`config.mk`:
```
export PLATFORM = sky130hd
export DESIGN_NAME = spi_target_bridge
export DESIGN_NICKNAME = d
export VERILOG_FILES = /design/src/rtl/spi_bridge_pkg.sv /design/src/rtl/spi_edge_sync.sv /design/src/rtl/spi_target_bridge.sv
export SDC_FILE = /design/constraint.sdc
export NUM_CORES = 1
export LEC_CHECK = 0
export ABC_CLOCK_PERIOD_IN_PS = 5200
export CORE_MARGIN = 3
export CORE_UTILIZATION = 58
export CTS_BUF_LIST = sky130_fd_sc_hd__clkbuf_4 sky130_fd_sc_hd__clkbuf_8 sky130_fd_sc_hd__clkbuf_16
export DETAILED_ROUTE_END_ITERATION = 8
export PLACE_DENSITY = 0.9
export SLEW_MARGIN = 20
export SYNTH_ARGS = -nofsm -noshare
export SYNTH_HDL_FRONTEND = slang
export SYNTH_HIERARCHICAL = 1
export SYNTH_SLANG_ARGS = --single-unit
```
`constraint.sdc`:
```
create_clock -name clk_i -period 5.2 [get_ports clk_i]
set_input_delay 1.04 -clock clk_i [delete_from_list [all_inputs] [get_ports clk_i]]
set_output_delay 1.04 -clock clk_i [all_outputs]
set_load 0.02 [all_outputs]
```
`src/rtl/spi_bridge_pkg.sv`:
```
// Shared types and constants for the SPI target bridge.
package spi_bridge_pkg;

    typedef enum logic [2:0] {
        IDLE,
        CMD,
        ADDR_HI,
        ADDR_LO,
        RDUMMY,
        RDATA,
        WDATA,
        IGNORE
    } state_t;

    localparam int          CMD_READ_BIT  = 7;
    localparam logic [7:0]  CMD_RSVD_MASK = 8'h7F;

endpackage

```
`src/rtl/spi_edge_sync.sv`:
```
// Synchronises SCLK/CS/MOSI into the system clock domain and derives SCLK
// rise/fall and CS fall pulses. Generic enough for any SPI target block.
module spi_edge_sync #(
    parameter int SyncStages = 2
) (
    input  logic i_clk,
    input  logic i_rst_n,
    input  logic i_sclk,
    input  logic i_cs_n,
    input  logic i_mosi,
    output logic o_sclk_rise,
    output logic o_sclk_fall,
    output logic o_cs_n,
    output logic o_cs_fall,
    output logic o_mosi
);

    if (SyncStages < 2 || SyncStages > 3) begin : g_bad_sync
        $error("spi_edge_sync: SyncStages must be 2 or 3");
    end

    logic [SyncStages-1:0] r_sclk_sync;
    logic [SyncStages-1:0] r_cs_sync;
    logic [SyncStages-1:0] r_mosi_sync;
    logic                  r_sclk_d;
    logic                  r_cs_d;

    // CS resets to "selected" so a reset released mid-frame cannot fake a
    // CS fall; the next frame only starts after a real high-to-low edge.
    always_ff @(posedge i_clk or negedge i_rst_n) begin
        if (!i_rst_n) begin
            r_sclk_sync <= '0;
            r_cs_sync   <= '0;
            r_mosi_sync <= '0;
            r_sclk_d    <= 1'b0;
            r_cs_d      <= 1'b0;
        end else begin
            r_sclk_sync <= {r_sclk_sync[SyncStages-2:0], i_sclk};
            r_cs_sync   <= {r_cs_sync[SyncStages-2:0], i_cs_n};
            r_mosi_sync <= {r_mosi_sync[SyncStages-2:0], i_mosi};
            r_sclk_d    <= r_sclk_sync[SyncStages-1];
            r_cs_d      <= r_cs_sync[SyncStages-1];
        end
    end

    assign o_sclk_rise = r_sclk_sync[SyncStages-1] & ~r_sclk_d;
    assign o_sclk_fall = ~r_sclk_sync[SyncStages-1] & r_sclk_d;
    assign o_cs_n      = r_cs_sync[SyncStages-1];
    assign o_cs_fall   = ~r_cs_sync[SyncStages-1] & r_cs_d;
    assign o_mosi      = r_mosi_sync[SyncStages-1];

endmodule

```
`src/rtl/spi_target_bridge.sv`:
```
// SPI mode-0 target that lets an external host read/write the CPU bus.
// Define SPI_BRIDGE_AUTOINC_EN for burst addressing; otherwise the address is fixed per frame.
module spi_target_bridge
    import spi_bridge_pkg::*;
#(
    parameter int address_width = 16,
    parameter int data_width    = 8,
    parameter int SyncStages    = 2
) (
    input  logic                     clk_i,
    input  logic                     reset_ni,
    input  logic                     spi_sclk_i,
    input  logic                     spi_cs_ni,
    input  logic                     spi_mosi_i,
    output logic                     spi_miso_o,
    output logic                     spi_miso_oe_o,
    output logic [address_width-1:0] bus_addr_o,
    output logic [data_width-1:0]    bus_data_o,
    output logic                     bus_we_o,
    output logic                     bus_rd_o,
    input  logic [data_width-1:0]    bus_data_i,
    output logic                     busy_o,
    output logic                     frame_err_o
);

    if (data_width != 8) begin : g_bad_dw
        $error("spi_target_bridge: only data_width == 8 is supported");
    end

`ifdef SPI_BRIDGE_AUTOINC_EN
    localparam bit AUTOINC = 1'b1;
`else
    localparam bit AUTOINC = 1'b0;
`endif

    localparam logic [address_width-1:0] ADDR_ONE = {{(address_width-1){1'b0}}, 1'b1};

    logic w_rise, w_fall, w_cs_n, w_cs_fall, w_mosi, w_oe;
    logic [7:0] w_byte;

    state_t                    r_state;
    logic [2:0]                r_bit_cnt;
    logic [7:0]                r_rx;
    logic [7:0]                r_tx;
    logic [7:0]                r_tx_hold;
    logic [7:0]                r_addr_hi;
    logic [address_width-1:0]  r_addr;
    logic [data_width-1:0]     r_bus_data;
    logic                      r_is_read;
    logic                      r_bus_we;
    logic                      r_bus_rd;
    logic                      r_rd_d;
    logic                      r_frame_err;

    spi_edge_sync #(.SyncStages(SyncStages)) u_sync (
        .i_clk       (clk_i),
        .i_rst_n     (reset_ni),
        .i_sclk      (spi_sclk_i),
        .i_cs_n      (spi_cs_ni),
        .i_mosi      (spi_mosi_i),
        .o_sclk_rise (w_rise),
        .o_sclk_fall (w_fall),
        .o_cs_n      (w_cs_n),
        .o_cs_fall   (w_cs_fall),
        .o_mosi      (w_mosi)
    );

    assign w_byte = {r_rx[6:0], w_mosi};
    assign w_oe   = ~w_cs_n & (r_state != IDLE);

    always_ff @(posedge clk_i or negedge reset_ni) begin
        if (!reset_ni) begin
            r_state     <= IDLE;
            r_bit_cnt   <= '0;
            r_rx        <= '0;
            r_tx        <= '0;
            r_tx_hold   <= '0;
            r_addr_hi   <= '0;
            r_addr      <= '0;
            r_bus_data  <= '0;
            r_is_read   <= 1'b0;
            r_bus_we    <= 1'b0;
            r_bus_rd    <= 1'b0;
            r_rd_d      <= 1'b0;
            r_frame_err <= 1'b0;
        end else begin
            r_bus_we    <= 1'b0;
            r_bus_rd    <= 1'b0;
            r_frame_err <= 1'b0;
            r_rd_d      <= r_bus_rd;
            if (r_rd_d)
                r_tx_hold <= bus_data_i;
            // Write address advances the cycle after the strobe so the strobe sees the old address.
            if (r_bus_we && AUTOINC)
                r_addr <= r_addr + ADDR_ONE;

            if (r_state == IDLE) begin
                if (w_cs_fall) begin
                    r_state   <= CMD;
                    r_bit_cnt <= '0;
                    r_rx      <= '0;
                    r_tx      <= '0;
                end
            end else begin
                // A rise is honoured even if CS rose in the same cycle, so an
                // 8th rise coincident with deselect still completes its byte.
                if (w_rise) begin
                    r_rx      <= w_byte;
                    r_bit_cnt <= r_bit_cnt + 3'd1;
                    if (r_bit_cnt == 3'd7) begin
                        case (r_state)
                            CMD: begin
                                if ((w_byte & CMD_RSVD_MASK) != 8'h00) begin
                                    r_frame_err <= 1'b1;
                                    r_state     <= IGNORE;
                                end else begin
                                    r_is_read <= w_byte[CMD_READ_BIT];
                                    r_state   <= ADDR_HI;
                                end
                            end
                            ADDR_HI: begin
                                r_addr_hi <= w_byte;
                                r_state   <= ADDR_LO;
                            end
                            ADDR_LO: begin
                                r_addr <= address_width'({r_addr_hi, w_byte});
                                if (r_is_read) begin
                                    r_bus_rd <= 1'b1;
                                    r_state  <= RDUMMY;
                                end else begin
                                    r_state  <= WDATA;
                                end
                            end
                            RDUMMY: r_state <= RDATA;
                            WDATA: begin
                                r_bus_we   <= 1'b1;
                                r_bus_data <= w_byte;
                            end
                            default: ;
                        endcase
                    end
                end else if (w_cs_n) begin
                    if (r_bit_cnt != 3'd0)
                        r_frame_err <= 1'b1;
                    r_state <= IDLE;
                end

                // Falls after deselect are dropped: no point preparing MISO or prefetching.
                if (w_fall && !w_cs_n) begin
                    if (r_bit_cnt == 3'd0) begin
                        if (r_state == RDATA) begin
                            r_tx     <= r_tx_hold;
                            r_bus_rd <= 1'b1;
                            if (AUTOINC)
                                r_addr <= r_addr + ADDR_ONE;
                        end else begin
                            r_tx <= 8'h00;
                        end
                    end else begin
                        r_tx <= {r_tx[6:0], 1'b0};
                    end
                end
            end
        end
    end

    assign spi_miso_o    = r_tx[7] & w_oe;
    assign spi_miso_oe_o = w_oe;
    assign bus_addr_o    = r_addr;
    assign bus_data_o    = r_bus_data;
    assign bus_we_o      = r_bus_we;
    assign bus_rd_o      = r_bus_rd;
    assign busy_o        = (r_state != IDLE);
    assign frame_err_o   = r_frame_err;

endmodule
```
==> summary.md <==
| Metric | Value |
|---|---|
| Mapped cell area | 2970 um^2 |
| Pleak | 1.70 nW |
| Post-synthesis average cell area | 14.8 um^2 |
| Initial antenna violation count | 0 |
| CP Capture Type | output pin |
| Core ar. | 4850 um^2 |
| Fin crit share | 60.2% |
| CP required | 4160 ps |
| Antenna fix cells | 0 |
| Pin count of the biggest net entering global routing | 40 |
| Max Freq | 320 MHz |
| Die width | 77.6 um |
| Storage element area | 1850 um^2 |
| Worst Max-Slew Pin Slew | 925 ps |
| Most frequent cells in the layout | dfrtp_1 (74), mux2_2 (41), clkdlybuf4s50_1 (41), clkbuf_8 (10) |
| Sw frac | 30.9% |
| Overflow after GRT | 0 |
| Multi-input logic area | 1070 um^2 |
| Hold WC Path Type | reg -> reg |
| Synth async-reset ratio | 100% |
| Synth Register Bits | 74 |
| Cts repair resizes | 0 |
| Number of H-tree levels | 3 |
| Port Buffers | 42 |
| Setup Buffers After CTS | 0 |
| Max Cap Viol | 0 |
| Clk Latency, worst-skew pair | 340 ps |
| Top_reg_cell synth | dfrtp_1 |
| Finished Cell Area | 3640 um^2 |
| CP arrival | 2090 ps |
| Cell area after placement | 3440 um^2 |
| CP Class | reg -> out |
| Clk root buf | clkbuf_8 |
| Setup violators final | 0 |
| Per-cell routed wire length | 17.3 um |
| Synth Warn # | 6 |
| RD Place Congestion | 0.895 |
| Power share of the clock group | 30.0% |
| Startpoint types | register |
| Post-synth EDFFs | 0 |
| Vias in the first global route | 1984 |
| Layout cell share with drive strength beyond 1 | 29.5% |
| VDD IR max | 0.283 mV |
| Num CTS Buffers | 9 |
| Final Hold Vio Count | 0 |
| Starting DRT DRC Count | 130 |
| TritonRoute pass-1 iters | 4 |
| Top Ports | 43 |
| Drt total wl | 5.56 mm |
| Via count | 1823 |
| Max_slew headroom | 38.3% |
| Most common cell after layout, fill and taps aside | dfrtp_1 |
| CP Max Fanout | 13 |
| Via-to-Cell Ratio | 5.68 |
| Worst-path clk slew | 70 ps |
| RSZ-0062 raised after global routing | false |
| Unique masters post-synth | 41 |
| Detail Route Antenna Nets | 0 |
| Total negative slack | 0 ps |
| Syn Inst Count | 201 |
| Seq/Total Area, Yosys | 62.3% |
| Global-route wire length before repair | 9.70 mm |
| HPWL after detailed placement | 3.67 mm |
| FP Rows | 25 |
| Layout Skew | 8.97 ps |
| Initial Utilization | 61.3% |
| Status | finished, final reports clean |
| DRC Markers | 0 |
| Synth Net Count | 217 |
| TritonCTS Sinks | 74 |
| Combinational fraction of design power | 19.3% |
| Sequential share of power | 50.7% |
| Pwr dens | 408 nW/um^2 |
| DIE AREA | 6020 um^2 |
| Maximum clock path buffer count | 2 |
| Int Pwr | 1.03 mW |
| Layout filler cell count | 324 |
| TritonCTS clock tree | done |
| Crit path time final | 3130 ps |
| # nets final | 265 |
| Total power | 1.49 mW |
| P_sw | 0.460 mW |
| Die height | 77.6 um |
| Total Routing Usage GR | 20.9% |
| Slew Limit Fails | 0 |
| Hold buffer count at CTS | 0 |
| Synthesis-to-layout area growth | 22.5% |
[metal layers]
layer / part of all wire (%) / global-route usage (%) / vias up
li1: - / - / 836
met1: 44 / 27.1 / 924
met2: 49 / 32.0 / 56
met3: 5.8 / 9.05 / 7
met4: 1.0 / 6.41 / 0
met5: 0 / 0 / -
[worst max-delay path, cell delays in order, from the launching register on]
cell and delay, ps:
dfrtp_1 540, nor3_4 380, nor2_1 120, and2_1 170, clkdlybuf4s50_1 530
[power by group through the flow]
stage	registers (mW)	clock network, mW	logic, mW
after detailed placement	0.764	0	0.290
after CTS	0.754	0.457	0.291
after global routing	0.766	0.485	0.318
final	0.754	0.445	0.287
after floorplan	0.721	0	0.236
after global placement	0.756	0	0.276
[registers in the layout, summed over array words and instances, names as in the netlist, 2 cells and up]
| name | cells |
|---|---|
| bus_addr_o | 16 |
| bus_data_o | 8 |
| r_addr_hi | 8 |
| r_bit_cnt | 3 |
| r_rx | 7 |
| r_state | 3 |
| r_tx | 8 |
| r_tx_hold | 8 |
| u_sync/r_cs_sync | 2 |
| u_sync/r_mosi_sync | 2 |
| u_sync/r_sclk_sync | 2 |
[synth_stat cells, types with 2 or more instances]
cell      instances  area share [%]
a21oi_1           3            0.50
a221o_1           7             2.4
a22o_1            9             2.7
a22o_2            2            0.67
a31o_2            2            0.59
a31oi_1           2            0.42
and2_1            9             1.9
buf_2             2            0.34
buf_6             2            0.76
clkbuf_1          2            0.25
dfrtp_1          74              62
ha_1              3             1.3
inv_1             4            0.50
mux2_2           41              16
nand2_1           6            0.76
nand2b_1          2            0.42
nand3_1           2            0.34
nor2_1            3            0.38
nor2b_1           3            0.63
nor3_4            2             1.1
[path summary, 6_finish.rpt]
check	startpoint	endpoint	slack, ps	cells after the start
min	u_sync/r_sclk_sync[0]	u_sync/r_sclk_sync[1]	350	0
max reg2reg	u_sync/r_sclk_sync[1]	r_bit_cnt[0]	2940	5
min in group asynchronous	reset_ni	u_sync/r_cs_d	770	1
min reg2reg	u_sync/r_sclk_sync[0]	u_sync/r_sclk_sync[1]	350	0
max in group asynchronous	reset_ni	bus_addr_o[8]	3470	2
max	r_state[2]	spi_miso_o	2070	4
[logic make-up after synthesis]
group,count (synthesis),synth area share [%]
AO/OA/AOI/OAI,32,8.97
AND/OR/NAND/NOR,39,9.26
adder cells (fa/ha/maj),4,1.60
multiplexers,42,16.0
flip-flops,74,62.3
buffers and inverters,10,1.85
[final cells by class]
class,instances,share of cell area [%]
repair buffers,43,11.6
well taps,67,2.30
inverters,4,0.412
multi-input cells,117,29.3
clock inverters,6,1.79
flip-flops and latches,74,50.8
clock buffers,10,3.78
[stage by stage]
step | utilization, % | std cells | setup WS [ps] | hold WS (ps)
CTS | 75.1 | 321 | 2050 | 356
finish | 75.1 | 321 | 2070 | 354
global route | 75.1 | 321 | 1940 | 360
floorplan | - | 201 | 3020 | 331
detailed placement | 70.9 | 305 | 2440 | 339
global placement | 70.9 | 305 | 2530 | 333
Power figures use the tool's default switching activity.
